==> src/rtl/bcd_key_entry.sv <==
// Operand entry front-end: button synchronise/debounce, 4-digit BCD editor
// with cursor, and a valid/ready hand-off of the binary operand to the CPU.
module bcd_key_entry #(
  parameter int DEBOUNCE_CYCLES = 1_000_000
) (
  input  logic        clk,
  input  logic        rst_n,
  input  logic        btn_u,
  input  logic        btn_d,
  input  logic        btn_l,
  input  logic        btn_r,
  input  logic        btn_c,
  input  logic        start_ready,
  input  logic        cpu_busy,
  output logic [15:0] seg_data_16,
  output logic [1:0]  cursor,
  output logic        start_valid,
  output logic [13:0] operand_bin,
  output logic [1:0]  entry_state
);

  // state | meaning
  // EDIT  | buttons edit digits / move cursor, C submits
  // REQ   | operand offered to CPU, waiting for start_ready
  // LOCK  | CPU computing, editing locked until cpu_busy drops
  typedef enum logic [1:0] {
    ST_EDIT = 2'd0,
    ST_REQ  = 2'd1,
    ST_LOCK = 2'd2
  } state_t;

  localparam int CW = $clog2(DEBOUNCE_CYCLES + 1);
  localparam logic [CW-1:0] CNT_LAST = CW'(DEBOUNCE_CYCLES - 1);

  // Bit order: 0 = U, 1 = D, 2 = L, 3 = R, 4 = C
  logic [4:0]    btn_raw;
  logic [4:0]    sync_q1, sync_q2;
  logic [4:0]    deb_lvl, deb_q;
  logic [4:0]    press;
  logic [CW-1:0] deb_cnt [5];

  state_t        state;
  logic [3:0]    digit [4];

  assign btn_raw = {btn_c, btn_r, btn_l, btn_d, btn_u};

  // Two-flop synchroniser for the asynchronous button inputs
  always_ff @(posedge clk or negedge rst_n) begin
    if (!rst_n) begin
      sync_q1 <= '0;
      sync_q2 <= '0;
    end else begin
      sync_q1 <= btn_raw;
      sync_q2 <= sync_q1;
    end
  end

  // Per-button debounce: level flips only after a run of stable differing samples
  always_ff @(posedge clk or negedge rst_n) begin
    if (!rst_n) begin
      deb_lvl <= '0;
      for (int i = 0; i < 5; i++) deb_cnt[i] <= '0;
    end else begin
      for (int i = 0; i < 5; i++) begin
        if (sync_q2[i] != deb_lvl[i]) begin
          if (deb_cnt[i] == CNT_LAST) begin
            deb_lvl[i] <= sync_q2[i];
            deb_cnt[i] <= '0;
          end else begin
            deb_cnt[i] <= deb_cnt[i] + 1'b1;
          end
        end else begin
          deb_cnt[i] <= '0;
        end
      end
    end
  end

  // Edge register for rising-edge press detection
  always_ff @(posedge clk or negedge rst_n) begin
    if (!rst_n) deb_q <= '0;
    else        deb_q <= deb_lvl;
  end

  assign press = deb_lvl & ~deb_q;

  // Entry FSM with registered digits, cursor, handshake and operand
  always_ff @(posedge clk or negedge rst_n) begin
    if (!rst_n) begin
      state       <= ST_EDIT;
      cursor      <= 2'd0;
      start_valid <= 1'b0;
      operand_bin <= '0;
      for (int i = 0; i < 4; i++) digit[i] <= 4'd0;
    end else begin
      case (state)
        ST_EDIT: begin
          if (press[4]) begin
            operand_bin <= {10'd0, digit[3]} * 14'd1000
                         + {10'd0, digit[2]} * 14'd100
                         + {10'd0, digit[1]} * 14'd10
                         + {10'd0, digit[0]};
            start_valid <= 1'b1;
            state       <= ST_REQ;
          end else if (press[0]) begin
            digit[cursor] <= (digit[cursor] >= 4'd9) ? 4'd0 : digit[cursor] + 4'd1;
          end else if (press[1]) begin
            digit[cursor] <= (digit[cursor] == 4'd0) ? 4'd9 : digit[cursor] - 4'd1;
          end else if (press[2]) begin
            cursor <= cursor + 2'd1;
          end else if (press[3]) begin
            cursor <= cursor - 2'd1;
          end
        end
        ST_REQ: begin
          if (start_ready) begin
            start_valid <= 1'b0;
            state       <= ST_LOCK;
          end
        end
        ST_LOCK: begin
          if (!cpu_busy) state <= ST_EDIT;
        end
        default: begin
          start_valid <= 1'b0;
          state       <= ST_EDIT;
        end
      endcase
    end
  end

  assign seg_data_16 = {digit[3], digit[2], digit[1], digit[0]};
  assign entry_state = state;

endmodule

==> config.mk <==
export PLATFORM = sky130hd
export DESIGN_NAME = bcd_key_entry
export DESIGN_NICKNAME = d
export VERILOG_FILES = /design/src/rtl/bcd_key_entry.sv
export SDC_FILE = /design/constraint.sdc
export NUM_CORES = 1
export LEC_CHECK = 0
export CAP_MARGIN = 30
export CORE_MARGIN = 2
export CORE_UTILIZATION = 56
export DETAILED_ROUTE_END_ITERATION = 8
export PLACE_DENSITY = 0.75
export SLEW_MARGIN = 10
export SYNTH_ARGS = -nofsm -noshare
export SYNTH_HDL_FRONTEND = slang
export SYNTH_SLANG_ARGS = --single-unit
export TNS_END_PERCENT = 50
==> constraint.sdc <==
create_clock -name clk -period 5.9 [get_ports clk]
set_input_delay 0.59 -clock clk [delete_from_list [all_inputs] [get_ports clk]]
set_output_delay 0.59 -clock clk [all_outputs]
set_load 0.1 [all_outputs]
==> impl_metrics.yaml <==
job:
  maxCapViolations: 0
place:
  post-place-ws_ns: 1.14
  gp_congestion: 0.813
  dpl_cell_area_um2: 9250
  port_buffers: 43
  dp_hpwl_um: 11200
global_routing:
  grt_pass1_wl_um: 28000
  antenna_found_initial: 0
  track_usage_pct: 21.5
  grt_start_max_net_pins: 98
  grt_pass1_vias: 5811
  gr-total-overflow: 0
clock_network:
  cts_max_level: 4
  cts_resized: 0
  path_clk_slew_ns: 0.06
  numCtsBuffers: 17
  cts.sinks: 155
  clock_latency_ns: 0.43
  clockRootBuffer: "clkbuf_16"
  cts_tree: "built"
  postCtsSetupBuffers: 0
  ctsHoldBuffers: 0
  clockBufferDepth: 2
final_layout:
  register_area_um2: 3880
  n_fill_cell: 1160
  area_growth_pct: 15.2
  layout_common_cells: "155 x dfrtp_1, 133 x nor2_1, 62 x xor2_1"
  nets: 975
  multiInputGateArea_um2: 4450
  finalInstanceArea_um2: 9890
  layout-drive-gt1-share_pct: 7.53
  antenna_cells: 0
  final_common_cell: "dfrtp_1"
logic_synthesis:
  synth_area_um2: 8590
  synth-edff-count: 0
  ys_ff_latch: 155
  syn_avg_cell_area_um2: 10.3
  ys_async_sr_fraction_pct: 100
  synth_nets: 921
  syn_inst: 836
  synth_ff_type: "dfrtp_1"
  yosysSeqAreaShare_pct: 45.2
  yosys.cell_types.count: 54
  synth_warnings: 0
timing:
  rsz0062_at_grt: "no"
  finalHoldViolations: 0
  finalCritPeriodShare_pct: 80.6
  report.final.setup_viol: 0
  min_period_ns: 4.76
  fin_setup_tns_ns: 0
  worst_slack_ns: 1.14
  slew_headroom_pct: 32.1
  finClkSkew_ns: 0.00859
  worst_slew_pin_slew_ns: 1.02
  drv_slew: 0
  fmaxAchievable_mhz: 210
critical_path:
  slowest_delay_ns: 0.61
  end_kind: "register"
  required_ns: 6.18
  crit_slowest_cell: "fa_1"
  cp.arrival_ns: 5.03
  crit_fanout: 9
  path_cells: "fa_1 > inv_1 > fa_1 > inv_1 > ha_1 > a21o_1 > a21oi_1 > xor2_1 > ha_1 > ha_1 > ha_1 > a2111o_1 > o21ai_1 > o21ai_0 > xnor2_1 > o21ai_1"
  worst_setup_path_start_kind: "register"
  crit_buf_inv: 2
  cp_common_cell: "ha_1"
  cp_top_family: "adder cells"
  critPathKind: "reg -> reg"
floorplanning:
  start_util_pct: 56.9
  fp.dieH_um: 128
  die-width_um: 128
  rows: 45
  die-area_um2: 16300
  pin_count: 44
  core-area_um2: 15100
routing:
  wl_per_cell_um: 15.0
  viasPerCell: 5.49
  wirelength_um: 16400
  drt_iter0_markers: 330
  ant_nets: 0
  route.vias.total: 5994
  drc: 0
  first_pass_iters: 4
pwr:
  ir_drop_uv: 187
  p_total_mw: 2.22
  p_leak_nw: 4.67
  power-per-cell-area_nw_per_um2: 225
min_path:
  hold_path_class: "reg -> reg"
status:
  status: "finished, final reports clean"
-- Yosys cell counts, drive strengths merged (3+ instances only) --
master    n  share of area (%)
a21o      6               0.52
nand4    15                1.1
nand2b    5               0.36
and3     13               0.95
nand3    49                2.9
nor3      9               0.52
nand3b    4               0.35
and4      5               0.51
mux4      4                1.0
xnor2    47                4.8
nor2b     9               0.66
and2      3               0.22
o21a      5               0.44
nand2    56                2.4
xor2     62                6.3
o21ai    29                1.7
or2       4               0.29
nor4b     7               0.89
inv      43                1.9
nor4      8               0.58
dfrtp   155                 45
or3       6               0.44
fa       17                4.0
clkbuf   10               0.44
buf       6               0.57
ha       59                8.6
mux2     23                3.0
a21oi    17               0.99
nor2    133                5.8
nor4bb    4               0.47
-- final timing paths --
kind                                 start         endpoint  slack [ns]  cells after the start
max                        seg_data_16[14]  operand_bin[13]        1.14                     16
min                             sync_q1[2]       sync_q2[2]        0.35                      0
max reg2reg                seg_data_16[14]  operand_bin[13]        1.14                     16
min reg2reg                     sync_q1[2]       sync_q2[2]        0.35                      0
max in group asynchronous            rst_n   seg_data_16[1]        3.96                      4
min in group asynchronous            rst_n   operand_bin[6]        0.52                      2
-- layout make-up --
| class | instances | area share [%] |
|---|---|---|
| Clock buffer | 22 | 4.69 |
| Sequential cell | 155 | 39.2 |
| Clock inverter | 10 | 1.16 |
| Multi-Input combinational cell | 620 | 45.0 |
| Tap cell | 188 | 2.38 |
| Timing Repair Buffer | 51 | 5.81 |
| Inverter | 45 | 1.72 |
-- per-stage QoR --
step	util, %	instances	hold WS (ns)
finish	65.5	1091	0.348
global route	65.5	1091	0.362
CTS	65.1	1088	0.271
detailed placement	61.3	1056	0.336
global placement	60.9	1054	0.333
floorplan	-	836	0.294
-- sequential cells by signal, summed over array words and instances (netlist names) --
signal,count
operand_bin,14
deb_lvl,5
sync_q1,5
deb_q,5
cursor,2
deb_cnt,100
sync_q2,5
entry_state,2
start_valid,1
seg_data_16,16
-- layer usage --
layer	share of wire (%)	track usage [%]	up-vias
met1	48	30.3	2928
met4	1.9	7.43	0
li1	-	-	2941
met5	0	0	-
met2	46	33.5	103
met3	4.2	4.38	22
-- cells by family after synthesis --
logic type	Yosys count	synth area share (%)
XOR/XNOR	109	11.1
adder cells (fa/ha/maj)	76	12.6
flip-flops	155	45.2
multiplexers	28	4.18
AND/OR/NAND/NOR	333	18.8
buffers and inverters	61	2.99
AO/OA/AOI/OAI	74	5.22
-- power breakdown --
group	leakage, nW	switching (mW)	internal [mW]
registers	2.13	0.00899	1.07
clock network	0.288	0.436	0.646
logic	2.25	0.0407	0.0184
(Power assumes the default switching activity.)
